**src/rtl/st_arb_pkg.sv**
```systemverilog
// Shared types and constants for the packet-granular Avalon-ST arbiter.
package st_arb_pkg;

  localparam int unsigned DefNumReq = 4;
  localparam int unsigned DefDataW  = 32;

  typedef enum logic [0:0] {
    StIdle,
    StLock
  } arb_state_e;

  // Index width for a requester count; never narrower than one bit.
  function automatic int unsigned grant_w(input int unsigned num_req);
    int unsigned w;
    w = 1;
    if (num_req > 1) begin
      w = unsigned'($clog2(num_req));
    end
    return w;
  endfunction

endpackage

```
**src/rtl/st_rr_pick.sv**
```systemverilog
// Combinational rotate-priority picker: first eligible index at or after ptr_i, wrapping.
module st_rr_pick
  import st_arb_pkg::*;
#(
  parameter int unsigned NumReq = DefNumReq,
  parameter int unsigned IdxW   = grant_w(NumReq)
) (
  input  logic [NumReq-1:0] elig_i,
  input  logic [IdxW-1:0]   ptr_i,
  output logic [IdxW-1:0]   idx_o,
  output logic              found_o
);

  int unsigned      pos;
  logic [IdxW-1:0]  cand;

  always_comb begin
    found_o = 1'b0;
    idx_o   = '0;
    pos     = 0;
    cand    = '0;
    for (int unsigned k = 0; k < NumReq; k++) begin
      pos  = (32'(ptr_i) + k) % NumReq;
      cand = IdxW'(pos);
      if (!found_o && elig_i[cand]) begin
        found_o = 1'b1;
        idx_o   = cand;
      end
    end
  end

endmodule

```
**src/rtl/st_packet_arbiter.sv**
```systemverilog
// Packet-granular round-robin arbiter feeding one Avalon-ST sink; grant held until EOP accepted.
// Optional per-requester packet counters are built when ST_ARB_PKT_COUNT_EN is defined.
module st_packet_arbiter
  import st_arb_pkg::*;
#(
  parameter int unsigned NUM_REQ = DefNumReq,
  parameter int unsigned DATA_W  = DefDataW,
  parameter int unsigned CNT_W   = 16
) (
  input  logic                        clk_clk,
  input  logic                        reset_reset,
  input  logic [NUM_REQ-1:0]          req_valid,
  input  logic [NUM_REQ-1:0]          req_startofpacket,
  input  logic [NUM_REQ-1:0]          req_endofpacket,
  input  logic [NUM_REQ*DATA_W-1:0]   req_data,
  output logic [NUM_REQ-1:0]          req_ready,
  output logic                        source0_valid,
  output logic                        source0_startofpacket,
  output logic                        source0_endofpacket,
  output logic [DATA_W-1:0]           source0_data,
  input  logic                        source0_ready,
  output logic [$clog2(NUM_REQ)-1:0]  grant_id,
  output logic                        busy
`ifdef ST_ARB_PKT_COUNT_EN
  ,
  output logic [NUM_REQ*CNT_W-1:0]    pkt_count
`endif
);

  localparam int unsigned GrantW = grant_w(NUM_REQ);

  arb_state_e         state_q, state_d;
  logic [GrantW-1:0]  grant_q, grant_d;
  logic [GrantW-1:0]  ptr_q, ptr_d;
  logic [NUM_REQ-1:0] elig;
  logic [GrantW-1:0]  pick_idx;
  logic               pick_found;
  logic               beat_acc;
  logic               eop_acc;

  // Only a SOP beat may open a packet; a valid without SOP in idle just stalls.
  assign elig = req_valid & req_startofpacket;

  st_rr_pick #(
    .NumReq (NUM_REQ),
    .IdxW   (GrantW)
  ) u_pick (
    .elig_i  (elig),
    .ptr_i   (ptr_q),
    .idx_o   (pick_idx),
    .found_o (pick_found)
  );

  // No data register: the downstream pipeline stage does the registering.
  always_comb begin
    source0_valid         = 1'b0;
    source0_startofpacket = 1'b0;
    source0_endofpacket   = 1'b0;
    source0_data          = '0;
    req_ready             = '0;
    if (state_q == StLock) begin
      source0_valid          = req_valid[grant_q];
      source0_startofpacket  = req_startofpacket[grant_q];
      source0_endofpacket    = req_endofpacket[grant_q];
      source0_data           = req_data[grant_q*DATA_W +: DATA_W];
      req_ready[grant_q]     = source0_ready;
    end
  end

  assign beat_acc = source0_valid & source0_ready;
  assign eop_acc  = beat_acc & source0_endofpacket;

  always_comb begin
    state_d = state_q;
    grant_d = grant_q;
    ptr_d   = ptr_q;
    case (state_q)
      StIdle: begin
        if (pick_found) begin
          state_d = StLock;
          grant_d = pick_idx;
        end
      end
      StLock: begin
        if (eop_acc) begin
          state_d = StIdle;
          ptr_d   = (grant_q == GrantW'(NUM_REQ - 1)) ? '0 : grant_q + 1'b1;
        end
      end
      default: state_d = StIdle;
    endcase
  end

  always_ff @(posedge clk_clk) begin
    if (reset_reset) begin
      state_q <= StIdle;
      grant_q <= '0;
      ptr_q   <= '0;
    end else begin
      state_q <= state_d;
      grant_q <= grant_d;
      ptr_q   <= ptr_d;
    end
  end

  assign grant_id = grant_q;
  assign busy     = (state_q == StLock);

`ifdef ST_ARB_PKT_COUNT_EN
  logic [CNT_W-1:0] cnt_q [NUM_REQ];

  // Counters wrap naturally at 2^CNT_W.
  always_ff @(posedge clk_clk) begin
    if (reset_reset) begin
      for (int i = 0; i < NUM_REQ; i++) begin
        cnt_q[i] <= '0;
      end
    end else if (eop_acc) begin
      cnt_q[grant_q] <= cnt_q[grant_q] + 1'b1;
    end
  end

  always_comb begin
    pkt_count = '0;
    for (int i = 0; i < NUM_REQ; i++) begin
      pkt_count[i*CNT_W +: CNT_W] = cnt_q[i];
    end
  end
`else
  logic unused_cnt_w;
  assign unused_cnt_w = ^CNT_W;
`endif

endmodule

```
**config.mk**
```make
export PLATFORM = sky130hd
export DESIGN_NAME = st_packet_arbiter
export DESIGN_NICKNAME = d
export VERILOG_FILES = /design/src/rtl/st_arb_pkg.sv /design/src/rtl/st_rr_pick.sv /design/src/rtl/st_packet_arbiter.sv
export SDC_FILE = /design/constraint.sdc
export NUM_CORES = 1
export LEC_CHECK = 0
export ABC_AREA = 1
export CORE_MARGIN = 1.5
export CORE_UTILIZATION = 28
export DETAILED_ROUTE_END_ITERATION = 10
export DONT_BUFFER_PORTS = 1
export PLACE_DENSITY_LB_ADDON = 0.08
export SKIP_LAST_GASP = 1
export SLEW_MARGIN = 30
export SYNTH_ARGS = -nofsm -noshare
export SYNTH_HDL_FRONTEND = slang
export SYNTH_SLANG_ARGS = --single-unit
```
**constraint.sdc**
```tcl
create_clock -name clk_clk -period 2.5 [get_ports clk_clk]
set_clock_uncertainty 0.05 [all_clocks]
set_input_delay 0.75 -clock clk_clk [delete_from_list [all_inputs] [get_ports clk_clk]]
set_output_delay 0.75 -clock clk_clk [all_outputs]
set_load 0.02 [all_outputs]
```
==> results.tsv, run 1 <==
metric	value	unit
status	finished clean	
slew_viol_final	0	
crit_slowest_cell	dfxtp_2	
cts_tree	built	
drive_gt1_frac	0.1779	
die_h	83.27	um
setup-tns-final	0	ns
ys_seq_area_frac	0.05548	
syn_area_per_cell	4.811	um^2
holdWs	0.5436	ns
track_usage	0.1801	
syn_nets	522	
worstMarginPinSlew	0.4484	ns
cp_max_fo	32	
core_area	6277	um^2
period_share	0.9290	
grt_max_degree	39	
ys_seq_elements	5	
gp_congestion	0.8389	
rsz0062_at_grt	false	
period_needed	2.323	ns
nFillCells	732	
finalHoldViolCount	0	
cts_setup_buffers	0	
maxCapViolations	0	
antenna_found_initial	0	
path_buf_inv	3	
dp_hpwl	5111	um
final_common_cell	nor2_1	
holdBufCountCts	0	
antenna_cells	0	
nNetsFinal	547	
cts_resized	0	
yosys_warnings	0	
die_x	83.27	um
slowest_delay	0.33	ns
setup_viol	0	
wirelength	6756	um
grt_pass1_wl	10540	um
endpoint_kind	primary output	
via_per_inst	5.067	
path_cells	inv_2, buf_12, o21ai_0, a21oi_1, buf_4	
cts_buffers	3	
vias	2412	
ios	185	
ys_types	23	
final_cell_mix	nor2_1 (142), o21ai_0 (59), a21oi_1 (43), nand2_1 (43), buf_4 (42)	
multi_input_area	1495	um^2
route.detailed.drc	0	
power_density	806.0	nW/um^2
ant_nets	0	
first_iter_violations	78	
clock_sinks	5	
cts-root-buf	clkbuf_8	
htree_levels	1	
final_core_util	0.3536	
cp.required	1.70	ns
hold_path_class	in -> reg	
clk_pin_slew	0.04	ns
dr.pass1.iters	4	
clk_path_buf_depth	2	
leakage	1.046	nW
syn_inst	375	
max_clock_freq	430.6	MHz
worstPathArrival	1.52	ns
layout_setup_ws	0.1774	ns
grt_pass1_vias	2265	
ff_latch_area	102.6	um^2
cpLargestDelayFamily	buffers and inverters	
place_ws	0.3848	ns
start_util	0.2874	
wl_per_cell	14.19	um
start_kind	register	
ir_drop	0.3799	mV
grt_overflow	0	
rows	29	
clkLatencyLatePin	0.22	ns
die_area	6934	um^2
portBuffers	0	
relSlewSlack	0.7007	
crit_type	reg -> out	
netlist_area	1804	um^2
synthToLayoutAreaGrowth	23.02	%
[worst reg2reg max path, delay by kind of cell (launching register included)]
kind / cells / cell delay, ns
compound gates: 1 / 0.04
buf+inv: 1 / 0.10
flops: 1 / 0.59
simple gates: 7 / 0.67
[through the flow]
| stage | instance area (um^2) | cells | total power [mW] |
|---|---|---|---|
| finish | 2220 | 476 | 1.789 |
| global route | 2220 | 476 | 1.984 |
| CTS | 2220 | 476 | 1.810 |
| detailed placement | 2175 | 472 | 1.655 |
| global placement | 2175 | 472 | 1.642 |
| floorplan | 1804 | 375 | 1.194 |
[logic make-up after synthesis]
group	share of synthesized area
AO/OA/AOI/OAI	0.3273
AND/OR/NAND/NOR	0.4736
flip-flops	0.05548
buffers and inverters	0.1158
adder cells (fa/ha/maj)	0.02774
[synthesized netlist by cell type (all sizes together)]
cell      n  area (um^2)
o211ai    2        25.02
inv      16        65.07
nand3b    1        20.02
nand4     2        12.51
nand2    48        192.7
dfxtp     5        100.1
clkbuf   11        41.29
a21oi    43        215.2
o21ai    70        350.3
nor2    143        539.3
nand3    13        80.08
nor3      1        10.01
ha        4        50.05
buf      16        102.6
[final timing paths]
path | from | cells after the start | to | slack [ns]
worst max-delay path | grant_id[0]$_SDFFE_PP0P_ | 5 | source0_data[0] | 0.18
worst min-delay path | reset_reset | 1 | ptr_q[0]$_SDFFE_PP0P_ | 0.54
worst max register to register | ptr_q[0]$_SDFFE_PP0P_ | 9 | grant_id[0]$_SDFFE_PP0P_ | 0.93
worst min register to register | ptr_q[1]$_SDFFE_PP0P_ | 2 | ptr_q[1]$_SDFFE_PP0P_ | 0.55
[cell type report]
type,count,share of cell area
sequential,5,0.04622
tap,77,0.04340
inverter,16,0.02931
clock buffer,4,0.02029
multi-input combinational,327,0.6736
timing repair buffer,47,0.1871
[layer usage]
metal | part of all wire | global-route usage
met4 | 0.0095 | 0.04091
met3 | 0.075 | 0.04374
met5 | 0 | 0
met1 | 0.42 | 0.2049
met2 | 0.50 | 0.3363
[flip-flops by register name, indices dropped and copies added (netlist names)]
register / flops
busy: 1
grant_id: 2
ptr_q: 2
[report_power, final]
| group | switching, mW | leakage [nW] | internal [mW] |
|---|---|---|---|
| clock network | 0.0388 | 0.0228 | 0.109 |
| registers | 0.0216 | 0.0418 | 0.0992 |
| logic | 0.950 | 0.982 | 0.570 |
Power figures use the tool's default switching activity.
==> inputs of run 2 (changes only) <==
--- a/config.mk
+++ b/config.mk
@@ -11,6 +11,7 @@
 export DETAILED_ROUTE_END_ITERATION = 10
 export DONT_BUFFER_PORTS = 1
 export PLACE_DENSITY_LB_ADDON = 0.08
+export RECOVER_POWER = 25
 export SKIP_LAST_GASP = 1
 export SLEW_MARGIN = 30
 export SYNTH_ARGS = -nofsm -noshare
==> constraint.sdc (replaced) <==
create_clock -name clk_clk -period 2.6 [get_ports clk_clk]
set_clock_uncertainty 0.05 [all_clocks]
set_input_delay 0.78 -clock clk_clk [delete_from_list [all_inputs] [get_ports clk_clk]]
set_output_delay 0.78 -clock clk_clk [all_outputs]
set_load 0.02 [all_outputs]
==> run 2 against run 1 <==
Count of clock-buffer cells in the layout did not move. Register-to-register slack got worse by 0.32 ns. Wire length rose by 1.8%. Flip-flop and latch count did not move. Clock power fell by 3%. Sequential power rose by 4%. Global-route usage rose by 0.18 points. Combinational power fell by 7%. Worst setup slack improved by 0.043 ns. Die area did not move. Non-clock buffer count did not move.
==> results.tsv, run 2 (same netlist as run 1, synthesis figures left out) <==
metric	value	unit	change
worstReg2RegEnd	grant_id[0]$_SDFFE_PP0P_		unchanged
die_area	6934	um^2	unchanged
worstMarginPinSlew	0.6970	ns	was 0.4484 ns
nFillCells	745		was 732
wirelength	6876	um	was 6756 um
final_cell_mix	nor2_1 (142), o21ai_0 (60), a21oi_1 (43), nand2_1 (43), buf_4 (40)		was nor2_1 (142), o21ai_0 (59), a21oi_1 (43), nand2_1 (43), buf_4 (42)
slew_viol_final	0		unchanged
period_needed	2.380	ns	
portBuffers	0		unchanged
cts_buffers	3		unchanged
grt_max_degree	39		unchanged
rrSetupSlack	0.61	ns	was 0.93 ns
highest_layer	met4		unchanged
cts-root-buf	clkbuf_8		unchanged
worstHoldStart	ptr_q[1]$_SDFFE_PP0P_		was reset_reset
synthToLayoutAreaGrowth	19.63	%	was 23.02%
clk_path_buf_depth	2		unchanged
vias	2526		was 2,412
power	1.680	mW	was 1.789 mW
worst_hold_path.num_cells	2		was 1
cp_max_fo	18		was 32
start_kind	register		unchanged
grt_pass1_vias	2265		unchanged
max_clock_freq	420.3	MHz	
die_x	83.27	um	unchanged
route.met3.wl	600	um	was 509 um
final_core_util	0.3438		was 0.3536
clk_pin_slew	0.04	ns	about the same
cts_setup_buffers	0		unchanged
setup_viol	0		unchanged
grt_pass1_wl	10730	um	was 10,540 um
period_share	0.9152		
nNetsFinal	547		unchanged
m1WireLength	2730	um	was 2825 um
gp_congestion	0.8275		was 0.8389
worstPathArrival	1.55	ns	was 1.52 ns
ant_nets	0		unchanged
cts_resized	0		unchanged
ir_drop	0.4958	mV	was 0.3799 mV
maxCapViolations	0		unchanged
via_per_inst	5.307		was 5.067
relSlewSlack	0.5347		was 0.7007
cts_tree	built		unchanged
drive_gt1_frac	0.1629		was 0.1779
htree_levels	1		unchanged
setup-tns-final	0	ns	unchanged
grt_overflow	0		unchanged
first_iter_violations	128		was 78
start_util	0.2874		unchanged
wl_per_cell	14.45	um	was 14.19 um
hold_end	ptr_q[1]$_SDFFE_PP0P_		was ptr_q[0]$_SDFFE_PP0P_
power_density	778.4	nW/um^2	was 806.0 nW/um^2
finalHoldViolCount	0		unchanged
antenna_cells	0		unchanged
track_usage	0.1819		was 0.1801
holdBufCountCts	0		unchanged
ios	185		unchanged
dp_hpwl	5240	um	was 5111 um
core_area	6277	um^2	unchanged
crit_type	reg -> out		unchanged
final_common_cell	nor2_1		unchanged
dr.pass1.iters	4		unchanged
rows	29		unchanged
wl_met2	3471	um	was 3358 um
hold_path_class	reg -> reg		was in -> reg
rsz0062_at_grt	false		unchanged
route.detailed.drc	0		unchanged
antenna_found_initial	0		unchanged
rr_worst_depth	9		unchanged
clock_sinks	5		unchanged
status	finished clean		unchanged
clkLatencyLatePin	0.22	ns	about the same
endpoint_kind	primary output		unchanged
cp.required	1.77	ns	was 1.70 ns
leakage	1.001	nW	was 1.046 nW
regToRegStartpoint	ptr_q[0]$_SDFFE_PP0P_		unchanged
die_h	83.27	um	unchanged
run 2: area by class of cell:
type / count / area [um^2] / share of cell area
clock buffers: 4 / 45.04 / 0.02087
well taps: 77 / 96.34 / 0.04464
multi-input cells: 327 / 1478 / 0.6846
repair buffers: 47 / 375.4 / 0.1739
flip-flops and latches: 5 / 102.6 / 0.04754
inverters: 16 / 61.31 / 0.02841
run 2: metal layers:
metal | global-route usage | vias to the layer above
met4 | 0.03333 | 0
met1 | 0.2096 | 1126
met2 | 0.3385 | 123
met5 | 0 | -
li1 | - | 1269
met3 | 0.04672 | 8
run 2: where the power goes:
group	total [mW]	internal [mW]	leakage, nW	switching, mW
clock network	0.143	0.105	0.0228	0.0374
logic	1.41	0.520	0.937	0.891
registers	0.126	0.0954	0.0418	0.0304
total	1.68	0.721	1.00	0.959
run 2: how the worst max path moves through the flow:
stage / slack [ns] / endpoint / cells past startpoint / start
after floorplan: 0.23 / source0_data[27] / 7 / grant_id[0]$_SDFFE_PP0P_
after global placement: 0.44 / source0_valid / 5 / req_valid[0]
after detailed placement: 0.45 / source0_data[7] / 5 / req_data[7]
after CTS: 0.23 / source0_data[28] / 5 / grant_id[0]$_SDFFE_PP0P_
after global routing: 0.1 / source0_data[7] / 5 / grant_id[0]$_SDFFE_PP0P_
final: 0.22 / source0_data[28] / 5 / grant_id[0]$_SDFFE_PP0P_
run 2: critical path, cell delays in order, from the launching register on:
cell     delay, ns
dfxtp_2       0.33
inv_2         0.30
buf_4         0.23
o21ai_0       0.09
a21oi_1       0.20
buf_4         0.18
run 2: through the flow:
step                      setup slack [ns]  std cells  area [um^2]  hold WS, ns
after floorplan                     0.2282        375         1804       0.4899
after global placement              0.4391        472         2150       0.5427
after detailed placement            0.4491        472         2150       0.5414
after CTS                           0.2251        476         2195       0.5469
after global routing               0.09900        476         2158       0.5698
final                               0.2205        476         2158       0.5594
==> inputs of run 3 (changes only) <==
--- a/config.mk
+++ b/config.mk
@@ -10,7 +10,7 @@
 export CORE_UTILIZATION = 28
 export DETAILED_ROUTE_END_ITERATION = 10
 export DONT_BUFFER_PORTS = 1
-export PLACE_DENSITY_LB_ADDON = 0.08
+export PLACE_DENSITY = 0.43
 export RECOVER_POWER = 25
 export SKIP_LAST_GASP = 1
 export SLEW_MARGIN = 30
==> run 3 against run 2 <==
Register-to-register slack got worse by 0.06 ns. Worst setup slack got worse by 0.070 ns. Via count decreased by 1.9%. First-iteration DRC count increased by 15%. Power decreased by 0.14%. Highest routed layer unchanged. Largest power group unchanged. Count of clock-buffer cells in the layout unchanged. Cell count unchanged. Sequential share of layout area about the same.
==> results.tsv, run 3 (same netlist as run 1, synthesis figures left out) <==
metric	value	unit	change
status	finished clean		unchanged
wirelength	6877	um	was 6876 um
gp_congestion	0.8653		was 0.8275
grt_max_degree	55		was 39
power_density	778.2	nW/um^2	was 778.4 nW/um^2
worstReg2RegEnd	grant_id[1]$_SDFFE_PP0P_		was grant_id[0]$_SDFFE_PP0P_
hold_path_class	reg -> reg		unchanged
rr_worst_depth	9		unchanged
finalHoldViolCount	0		unchanged
period_share	0.9421		was 0.9152
leakage	1.004	nW	was 1.001 nW
core_area	6277	um^2	unchanged
ant_nets	0		unchanged
route.detailed.drc	0		unchanged
rrSetupSlack	0.55	ns	was 0.61 ns
start_util	0.2874		unchanged
regToRegStartpoint	ptr_q[0]$_SDFFE_PP0P_		unchanged
worstHoldStart	ptr_q[1]$_SDFFE_PP0P_		unchanged
dr.pass1.iters	4		unchanged
ir_drop	0.2959	mV	was 0.4958 mV
drive_gt1_frac	0.1679		was 0.1629
cp.required	1.77	ns	about the same
dp_hpwl	5313	um	was 5240 um
die_area	6934	um^2	unchanged
clk_pin_slew	0.03	ns	was 0.04 ns
first_iter_violations	147		was 128
worst_hold_path.num_cells	2		unchanged
ios	185		unchanged
layout_setup_ws	0.1505	ns	was 0.2205 ns
grt_pass1_wl	10740	um	was 10,730 um
cp_max_fo	44		was 18
die_x	83.27	um	unchanged
die_h	83.27	um	unchanged
cts-root-buf	clkbuf_8		unchanged
crit_slowest_cell	buf_4		was dfxtp_2
nNetsFinal	547		unchanged
clk_path_buf_depth	2		unchanged
grt_overflow	0		unchanged
rsz0062_at_grt	false		unchanged
period_needed	2.450	ns	was 2.380 ns
setup-tns-final	0	ns	unchanged
antenna_found_initial	0		unchanged
place_ws	0.4051	ns	was 0.4491 ns
htree_levels	1		unchanged
vias	2478		was 2,526
start_kind	register		unchanged
hold_end	ptr_q[1]$_SDFFE_PP0P_		unchanged
cts_setup_buffers	0		unchanged
path_cells	buf_4, nor2_1, nor2_1, o21ai_0, a21oi_1, buf_4		was inv_2, buf_4, o21ai_0, a21oi_1, buf_4
cts_tree	built		unchanged
portBuffers	0		unchanged
relSlewSlack	0.7218		was 0.5347
crit_type	reg -> out		unchanged
holdBufCountCts	0		unchanged
nFillCells	735		was 745
via_per_inst	5.206		was 5.307
synthToLayoutAreaGrowth	19.49	%	was 19.63%
setup_viol	0		unchanged
path_buf_inv	2		was 3
track_usage	0.1835		was 0.1819
wl_per_cell	14.45	um	about the same
maxCapViolations	0		unchanged
final_cell_mix	nor2_1 (143), o21ai_0 (60), a21oi_1 (43), nand2_1 (43), buf_4 (43)		was nor2_1 (142), o21ai_0 (60), a21oi_1 (43), nand2_1 (43), buf_4 (40)
endpoint_kind	primary output		unchanged
cts_buffers	3		unchanged
clkLatencyLatePin	0.22	ns	about the same
clock_sinks	5		unchanged
finalInstanceArea	2156	um^2	was 2158 um^2
cpLargestDelayFamily	buffers and inverters		unchanged
antenna_cells	0		unchanged
ff_latch_area	102.6	um^2	unchanged
cts_resized	0		unchanged
final_common_cell	nor2_1		unchanged
slew_viol_final	0		unchanged
multi_input_area	1480	um^2	was 1478 um^2
worstMarginPinSlew	0.4174	ns	was 0.6970 ns
max_clock_freq	408.2	MHz	was 420.3 MHz
rows	29		unchanged
post_dp_cell_area	2137	um^2	was 2150 um^2
slowest_delay	0.37	ns	was 0.33 ns
worstPathArrival	1.62	ns	was 1.55 ns
grt_pass1_vias	2123		was 2,265
==> run 3: area by class of cell <==
cell class,instances,share of cell area
inverters,16,0.02844
flip-flops and latches,5,0.04759
clock buffers,4,0.02089
well taps,77,0.04469
repair buffers,47,0.1718
multi-input cells,327,0.6866
==> run 3: per-layer routing <==
layer / track usage / share of wire
met1: 0.2322 / 0.41
met2: 0.3252 / 0.51
met3: 0.03976 / 0.074
met4: 0.02576 / 0.0042
met5: 0 / 0
==> run 3: worst register-to-register path: stages, from the launching register on <==
cell and delay [ns]:
dfxtp_1 0.53, clkinvlp_2 0.46, nand3_2 0.18, nand2_1 0.11
nor2_1 0.23, nand3_2 0.12, nand2_2 0.10, nand2_1 0.06
nand2_1 0.06, nor2_1 0.04
==> run 3: power by group <==
| group | internal, mW | switching (mW) | total (mW) |
|---|---|---|---|
| Sequential | 0.0953 | 0.0232 | 0.119 |
| Clock | 0.105 | 0.0384 | 0.144 |
| Combinational | 0.511 | 0.904 | 1.42 |
==> run 3: metrics by stage <==
| step | util | hold slack [ns] | total power [mW] | std cells |
|---|---|---|---|---|
| detailed placement | 0.3404 | 0.5480 | 1.555 | 472 |
| CTS | 0.3476 | 0.5574 | 1.706 | 476 |
| global route | 0.3434 | 0.5633 | 1.866 | 476 |
| floorplan | - | 0.4899 | 1.149 | 375 |
| finish | 0.3434 | 0.5590 | 1.678 | 476 |
| global placement | 0.3404 | 0.5447 | 1.542 | 472 |
==> run 3: how the worst max path moves through the flow <==
stage,from,end,slack [ns],cells after the start
CTS,grant_id[0]$_SDFFE_PP0P_,source0_data[0],0.15,6
floorplan,grant_id[0]$_SDFFE_PP0P_,source0_data[27],0.23,7
detailed placement,grant_id[0]$_SDFFE_PP0P_,source0_data[0],0.41,6
global route,grant_id[0]$_SDFFE_PP0P_,source0_data[0],0.004,6
global placement,grant_id[0]$_SDFFE_PP0P_,source0_data[31],0.42,6
finish,grant_id[0]$_SDFFE_PP0P_,source0_valid,0.15,6
